==> src/rtl/seven_seg_scanner_if.sv <==
// Stopwatch digit bus toward the 7-segment scanner, plus the active-low display drive back out.
// master: stopwatch/test side that drives digits and pause; slave: the scanner.
interface seven_seg_scanner_if;
    logic [2:0] m10;
    logic [3:0] m1;
    logic [2:0] s10;
    logic [3:0] s1;
    logic       pause;
    logic [3:0] an;
    logic [6:0] seg;
    logic       dp;

    modport master (
        output m10, m1, s10, s1, pause,
        input  an, seg, dp
    );

    modport slave (
        input  m10, m1, s10, s1, pause,
        output an, seg, dp
    );
endinterface

==> src/rtl/seven_seg_scanner.sv <==
// Scans a once-per-frame snapshot of four BCD digits onto a common-anode 4-digit display.
// Optional pause blinking is built only when BLINK_ON_PAUSE_EN is defined.
module seven_seg_scanner #(
    parameter int unsigned SCAN_DIV  = 4,
    parameter int unsigned BLINK_DIV = 256
) (
    input logic               clkDis,
    input logic               rst,
    seven_seg_scanner_if.slave bus
);
    localparam int unsigned SCAN_W = (SCAN_DIV > 1) ? $clog2(SCAN_DIV) : 1;
    localparam logic [SCAN_W-1:0] SCAN_LAST = SCAN_W'(SCAN_DIV - 1);

    typedef enum logic [1:0] {
        DIG_S1  = 2'd0,
        DIG_S10 = 2'd1,
        DIG_M1  = 2'd2,
        DIG_M10 = 2'd3
    } digit_e;

    logic [SCAN_W-1:0] scan_cnt_q, scan_cnt_d;
    digit_e            idx_q, idx_d;
    logic [2:0]        m10_q, m10_d;
    logic [3:0]        m1_q, m1_d;
    logic [2:0]        s10_q, s10_d;
    logic [3:0]        s1_q, s1_d;
    logic [3:0]        an_q, an_d;
    logic [6:0]        seg_q, seg_d;
    logic              dp_q, dp_d;
    logic [3:0]        digit;
    logic [3:0]        digit_max;
    logic              frame_end;

    function automatic logic [6:0] seg_decode(input logic [3:0] val, input logic [3:0] max_val);
        logic [6:0] pat;
        pat = '1;
        if (val <= max_val) begin
            unique case (val)
                4'd0:    pat = 7'b1000000;
                4'd1:    pat = 7'b1111001;
                4'd2:    pat = 7'b0100100;
                4'd3:    pat = 7'b0110000;
                4'd4:    pat = 7'b0011001;
                4'd5:    pat = 7'b0010010;
                4'd6:    pat = 7'b0000010;
                4'd7:    pat = 7'b1111000;
                4'd8:    pat = 7'b0000000;
                4'd9:    pat = 7'b0010000;
                default: pat = '1;
            endcase
        end
        return pat;
    endfunction

`ifdef BLINK_ON_PAUSE_EN
    localparam int unsigned BLINK_W = (BLINK_DIV > 1) ? $clog2(BLINK_DIV) : 1;
    localparam logic [BLINK_W-1:0] BLINK_LAST = BLINK_W'(BLINK_DIV - 1);

    logic [BLINK_W-1:0] blink_cnt_q, blink_cnt_d;
    logic               blink_phase_q, blink_phase_d;
    logic               blank;

    always_comb begin
        blink_cnt_d   = blink_cnt_q + 1'b1;
        blink_phase_d = blink_phase_q;
        if (blink_cnt_q == BLINK_LAST) begin
            blink_cnt_d   = '0;
            blink_phase_d = ~blink_phase_q;
        end
        blank = bus.pause & blink_phase_q;
    end

    always_ff @(posedge clkDis) begin
        if (rst) begin
            blink_cnt_q   <= '0;
            blink_phase_q <= 1'b0;
        end else begin
            blink_cnt_q   <= blink_cnt_d;
            blink_phase_q <= blink_phase_d;
        end
    end
`else
    logic blank;
    logic unused_cfg;

    always_comb begin
        blank      = 1'b0;
        unused_cfg = ^{bus.pause, BLINK_DIV};
    end
`endif

    always_comb begin
        frame_end  = (scan_cnt_q == SCAN_LAST) && (idx_q == DIG_M10);
        scan_cnt_d = scan_cnt_q + 1'b1;
        idx_d      = idx_q;
        if (scan_cnt_q == SCAN_LAST) begin
            scan_cnt_d = '0;
            unique case (idx_q)
                DIG_S1:  idx_d = DIG_S10;
                DIG_S10: idx_d = DIG_M1;
                DIG_M1:  idx_d = DIG_M10;
                DIG_M10: idx_d = DIG_S1;
                default: idx_d = DIG_S1;
            endcase
        end

        // Snapshot only at frame end, so one frame never mixes two time values.
        m10_d = frame_end ? bus.m10 : m10_q;
        m1_d  = frame_end ? bus.m1  : m1_q;
        s10_d = frame_end ? bus.s10 : s10_q;
        s1_d  = frame_end ? bus.s1  : s1_q;

        digit     = s1_q;
        digit_max = 4'd9;
        unique case (idx_q)
            DIG_S1:  begin digit = s1_q;          digit_max = 4'd9; end
            DIG_S10: begin digit = {1'b0, s10_q}; digit_max = 4'd5; end
            DIG_M1:  begin digit = m1_q;          digit_max = 4'd9; end
            DIG_M10: begin digit = {1'b0, m10_q}; digit_max = 4'd5; end
            default: begin digit = s1_q;          digit_max = 4'd9; end
        endcase

        an_d  = ~(4'b0001 << idx_q);
        seg_d = seg_decode(digit, digit_max);
        dp_d  = (idx_q != DIG_M1);
        if (blank) begin
            an_d = '1;
            dp_d = 1'b1;
        end
    end

    always_ff @(posedge clkDis) begin
        if (rst) begin
            scan_cnt_q <= '0;
            idx_q      <= DIG_S1;
            m10_q      <= '0;
            m1_q       <= '0;
            s10_q      <= '0;
            s1_q       <= '0;
            an_q       <= '1;
            seg_q      <= '1;
            dp_q       <= 1'b1;
        end else begin
            scan_cnt_q <= scan_cnt_d;
            idx_q      <= idx_d;
            m10_q      <= m10_d;
            m1_q       <= m1_d;
            s10_q      <= s10_d;
            s1_q       <= s1_d;
            an_q       <= an_d;
            seg_q      <= seg_d;
            dp_q       <= dp_d;
        end
    end

    assign bus.an  = an_q;
    assign bus.seg = seg_q;
    assign bus.dp  = dp_q;
endmodule

==> src/flat_wrapper.sv <==
// flat-port wrapper written by rule: the top's interface ports become plain ports
module seven_seg_scanner_flat 
#(
    parameter int unsigned SCAN_DIV  = 4,
    parameter int unsigned BLINK_DIV = 256
)
  (clkDis, rst, bus_m10, bus_m1, bus_s10, bus_s1, bus_pause, bus_an, bus_seg, bus_dp);
  seven_seg_scanner_if bus_i ();
  input logic clkDis;
  input logic rst;
  input wire logic [$bits(bus_i.m10)-1:0] bus_m10;
  input wire logic [$bits(bus_i.m1)-1:0] bus_m1;
  input wire logic [$bits(bus_i.s10)-1:0] bus_s10;
  input wire logic [$bits(bus_i.s1)-1:0] bus_s1;
  input wire logic [$bits(bus_i.pause)-1:0] bus_pause;
  output wire logic [$bits(bus_i.an)-1:0] bus_an;
  output wire logic [$bits(bus_i.seg)-1:0] bus_seg;
  output wire logic [$bits(bus_i.dp)-1:0] bus_dp;
  assign bus_i.m10 = bus_m10;
  assign bus_i.m1 = bus_m1;
  assign bus_i.s10 = bus_s10;
  assign bus_i.s1 = bus_s1;
  assign bus_i.pause = bus_pause;
  assign bus_an = bus_i.an;
  assign bus_seg = bus_i.seg;
  assign bus_dp = bus_i.dp;
  seven_seg_scanner #(.SCAN_DIV(SCAN_DIV), .BLINK_DIV(BLINK_DIV)) u_core (.clkDis(clkDis), .rst(rst), .bus(bus_i));
endmodule
==> config.mk <==
export PLATFORM = sky130hd
export DESIGN_NAME = seven_seg_scanner_flat
export DESIGN_NICKNAME = d
export VERILOG_FILES = /design/src/rtl/seven_seg_scanner_if.sv /design/src/rtl/seven_seg_scanner.sv /design/src/flat_wrapper.sv
export SDC_FILE = /design/constraint.sdc
export NUM_CORES = 1
export LEC_CHECK = 0
export CAP_MARGIN = 20
export CORE_MARGIN = 2
export CORE_UTILIZATION = 60
export CTS_CLUSTER_SIZE = 8
export DETAILED_ROUTE_END_ITERATION = 16
export DONT_BUFFER_PORTS = 1
export PLACE_DENSITY = 0.76
export SKIP_LAST_GASP = 1
export SLEW_MARGIN = 20
export SYNTH_ARGS = -nofsm -noshare
export SYNTH_HDL_FRONTEND = slang
export SYNTH_SLANG_ARGS = --single-unit
==> constraint.sdc <==
create_clock -name clkDis -period 2.95 [get_ports clkDis]
set_input_delay 0.59 -clock clkDis [delete_from_list [all_inputs] [get_ports clkDis]]
set_output_delay 0.59 -clock clkDis [all_outputs]
set_load 0.02 [all_outputs]
* Word level (Yosys, flattened, before mapping)
Memory sizes are Yosys's and may differ from the RTL's. A register that Yosys moved wholly into a read port is not among the register bits. Index checks and enable logic that the tools add are counted.
Cells by class: add/subtract/negate cells 1, magnitude comparators 1, equality and inequality tests 5, shift-type cells 1, multiplexer cells 3, bitwise operators 2, reductions and logical operators 6
Operator list (number):
- 4-bit one-hot mux with 4 select lines | 1
- 2-bit one-hot mux with 4 select lines | 1
- 4-bit one-hot mux with 2 select lines | 1
- 2-bit OR reduction | 4
- 2-bit == test, second input constant | 3
- 4-bit less-or-equal comparator | 1
- 4-bit NOT | 1
- 1-bit by 2-bit left shift with 4-bit output, first input constant | 1
- 2-bit by 1-bit adder with 2-bit output, second input constant | 1
- 2-bit by 1-bit == test with 1-bit output, second input constant | 1
- 2-bit zero test | 1
- 2-bit != test, second input constant | 1
- 1-bit logical AND | 1
- 1-bit NOT | 1
Storage, ports and cells: register bits 23, ROM bits 112, bits of input ports 17, output and inout port bits 12, logic and storage cells 28, memories 1
Memories:
- (name not given) | depth 16, bits a word 7, read ports 1, clocked after memory_dff 1, write ports 0, RTL line seven_seg_scanner.sv:38 | unique case (val)

* Logic depth before layout (Yosys ltp)
depth after elaboration 6, gate-level depth with buffers 11, depth with buffers taken out 10

* Least setup slack after synthesis
No wires, ideal clock.
path type register to register, start register u_core.idx_q[1], end register u_core.seg_q[6], in the netlist u_core.bus.seg[6], library setup time 144 ps, arrival time 2303 ps, data required time 2806 ps, path slack 503 ps, stages on the path, launching flop included 11, buffers on the path 0, clock period less this slack 2447 ps, cells stage by stage dfxtp_1 inv_1 ha_1 a222oi_1 mux2_4 inv_4 ha_1 nor2b_1 o211a_1 a211oi_2 a22oi_1
On the way: word-level cells in the longest chain between the ends 6, elaborated cells between the ends (all ways) 11, those cells by class order compare (1); eq/ne (3); mux (2); bitwise (1); reduce/logical (4)
Ends and longest elaborated chain:
- from (decl) | RTL line seven_seg_scanner.sv:22 | digit_e idx_q, idx_d;
- from (signal assigned) | RTL line seven_seg_scanner.sv:145 | idx_q <= idx_d;
- 2-bit by 1-bit == test with 1-bit output (tied with other cells) | RTL line seven_seg_scanner.sv:115 | unique case (idx_q)
- 2-bit OR reduction (no line)
- 4-bit one-hot mux with 2 select lines | RTL line seven_seg_scanner.sv:115
- 4-bit less-or-equal comparator | RTL line seven_seg_scanner.sv:37 | if (val <= max_val) begin
- 1-bit NOT (no line)
- 2-bit OR reduction (no line)
- to (decl) | RTL line seven_seg_scanner.sv:28 | logic [6:0] seg_q, seg_d;
Parallel ways exist; a longest one is shown, timed or not. The select of a mux whose other input is x is not followed. A chain may end at the register's enable or synchronous reset.

* Worst setup path after layout
start register u_core.idx_q[0], end register u_core.seg_q[6], in the netlist u_core.bus.seg[6]
The elaborated chain is that of the path after synthesis.

==> results by group <==
Floorplanning
  • Placeable core area: 0.00217 mm^2
  • Die Outline Area: 0.00263 mm^2
  • Number of ports placed on the die boundary: 29
  • Starting density of the core: 0.618
  • Horizontal die dimension: 51.3 um
  • Height of the die: 51.3 um
  • Standard-cell rows: 17

STA
  • Worst relative slew slack: 0.558
  • Tmin final: 2.75 ns
  • Tcrit/Tclk final: 0.931
  • Post-Route Skew: 0.00290 ns
  • TNS Setup: 0 ns
  • Hold Violations, Final: 0
  • Achievable Freq: 364 MHz
  • Max-slew violations: 0
  • Worst hold margin: 0.323 ns
  • Setup repair after global routing missed its margin: false
  • Transition time of the tightest slew-check pin: 0.663 ns
  • Final setup violation count: 0

Worst setup path
  • Highest fanout seen on the critical path: 8
  • Required @ worst endpoint: 3.15 ns
  • Critical path launch point type: register
  • Type of the worst setup path: register to register
  • Signal arrival time at the worst endpoint: 2.94 ns
  • Critical Path End Type: register

Clock network
  • H-tree levels: 2
  • Sink count of the clock tree: 29
  • Clk pin slew, worst setup/hold paths: 0.08 ns
  • TritonCTS buffer count: 5
  • TritonCTS clock tree: done
  • Master cell of the clock root buffer: clkbuf_4
  • Clock insertion delay at the later pin of the skew report: 0.33 ns
  • CTS Buffer Depth: 2

Logic synthesis
  • Syn Area/Cell: 9.00 um^2
  • Synthesized instance count: 149
  • Area share of the largest cell type after synthesis: 0.433
  • Top post-synthesis cells by count: nand2_1 (31), dfxtp_1 (29), a21oi_1 (16)
  • Largest area contributor in the synthesized netlist: dfxtp_1
  • Total standard cell area after synthesis: 0.00134 mm^2
  • Post-Synthesis Net Count: 179
  • Async SR Flop Fraction: 0
  • Synthesis Warnings: 0
  • Main flop type after synthesis: dfxtp_1
  • Top cells by area in the synthesized netlist: dfxtp_1 (43%), ha_1 (12%), nand2_1 (8.7%)
  • Flops & latches, synth: 29
  • Cell variety after synth: 36
  • Sequential fraction of the synthesis area: 0.433
  • Library cell with the highest instance count after synthesis: nand2_1
  • Number of enable-type register cells in the synthesized netlist: 0

Layout
  • Ratio of cells with drive above 1 in the final layout: 0.105
  • Total area of multi-input combinational cells: 697 um^2
  • Area growth from synthesis to layout: 5.60%
  • Final antenna diode count: 0
  • Flip-flop and latch area: 581 um^2
  • NumNets Final: 181
  • Fill cells: 202

Global route
  • Wire length of the first global-routing pass: 3.88 mm
  • Antenna violations before repair: 0
  • Largest net degree at the start of global routing: 25
  • Residual overflow from global routing: 0
  • Total routing resource utilization after global routing: 0.210
  • Number of global-route vias before repair: 882

Drt
  • DRC errors left: 0
  • ANT nets after route: 0
  • Avg WL per Cell: 13.0 um
  • Detailed-routing iteration count for the pre-antenna-repair pass: 4
  • Detailed-route vias per instance: 5.56
  • Initial DRC count: 28
  • Routed wire length: 2.35 mm
  • Count of vias placed by the detailed router: 1,000

Status
  • Run status: complete, no violations

Job
  • Number of max-capacitance violations reported: 0

Pwr
  • Final Power: 666 uW
  • Static leakage: 0.000556 uW
  • Power density over the cells: 470 mW/mm^2
  • VDD IR max: 0.424 mV

Min path
  • Worst hold-check path type: input pin to register

Placement
  • I/O Buffers: 0
  • Global placer's final weighted congestion: 0.906
  • Final HPWL DP: 1.78 mm
critical path, cell delays in order, from the launching register on:
cell and delay (ns):
dfxtp_1 0.39, inv_1 0.10, ha_1 0.29, a222oi_1 0.32, mux2_4 0.25, inv_4 0.06, ha_1 0.28, nand3_1 0.17
o211a_1 0.23, a2111oi_1 0.40, a22oi_1 0.12
kinds of logic (layout without fill, tap and decap cells):
kind of cell,Yosys count,in the layout,synth area share
muxes,5,5,0.0420
and+or+nand+nor,54,54,0.194
DFF,29,29,0.433
adders and majority gates,13,13,0.121
AOI/OAI and AO/OA,31,31,0.156
buffers and inverters,17,20,0.0541
area by class of cell:
| cell class | count | area share |
|---|---|---|
| multi-input combinational | 103 | 0.492 |
| sequential | 29 | 0.410 |
| clock buffer | 8 | 0.0345 |
| inverter | 10 | 0.0283 |
| tap | 28 | 0.0247 |
| timing repair buffer | 2 | 0.0106 |
registers in the layout, summed over array words and instances (netlist names):
| signal | flops |
|---|---|
| u_core.bus.an | 3 |
| u_core.bus.dp | 1 |
| u_core.bus.seg | 7 |
| u_core.idx_q | 2 |
| u_core.m10_q | 3 |
| u_core.m1_q | 4 |
| u_core.s10_q | 3 |
| u_core.s1_q | 4 |
| u_core.scan_cnt_q | 2 |
layout by cell type (no fill, tap or decap), types with 2 or more instances in the layout:
| cell | instances |
|---|---|
| ha_1 | 13 |
| nor3_1 | 5 |
| a222oi_1 | 3 |
| nand2_1 | 31 |
| o31ai_1 | 3 |
| dfxtp_1 | 29 |
| clkbuf_4 | 5 |
| clkbuf_1 | 3 |
| nand2b_1 | 3 |
| and3_1 | 3 |
| o21ai_0 | 2 |
| mux2i_1 | 3 |
| buf_4 | 2 |
| inv_1 | 8 |
| a21oi_1 | 16 |
| nor2_1 | 4 |
power by group:
group | internal (uW) | total (uW) | switching (uW)
registers | 402 | 415 | 12.5
logic | 14.4 | 28.4 | 14.0
clock network | 94.7 | 222 | 128
total | 511 | 666 | 154
repair_timing:
action / in CTS / in global routing
gates resized for setup: 0 / 2
endpoints found under the setup margin: 0 / 5
hold buffers: 0 / 0
setup buffers: 0 / 1
hold endpoints to repair: 0 / 0
through the flow:
step / setup slack [ns] / instance area [um^2] / cells / utilization
finish: 0.205 / 1420 / 180 / 0.653
global route: 0.00635 / 1420 / 180 / 0.653
CTS: 0.144 / 1400 / 179 / 0.645
detailed placement: 0.146 / 1350 / 171 / 0.623
global placement: 0.270 / 1350 / 171 / 0.623
floorplan: 0.503 / 1340 / 149 / -
per-layer routing:
layer	GRT usage	routed length, um	part of all wire
met5	0	0	0
met4	0.0921	48	0.020
met3	0.114	165	0.070
met2	0.342	1150	0.49
met1	0.222	983	0.42
final timing paths:
path | startpoint | to | slack [ns] | depth (start not counted)
worst min register to register | u_core.scan_cnt_q[0] | u_core.scan_cnt_q[0] | 0.43 | 1
worst max register to register | u_core.idx_q[0] | u_core.bus.seg[6] | 0.20 | 10
worst min-delay path | rst | u_core.s10_q[2] | 0.32 | 1
worst max-delay path | u_core.idx_q[0] | u_core.bus.seg[6] | 0.20 | 10
Note: power is estimated with default switching activity, not from simulation.
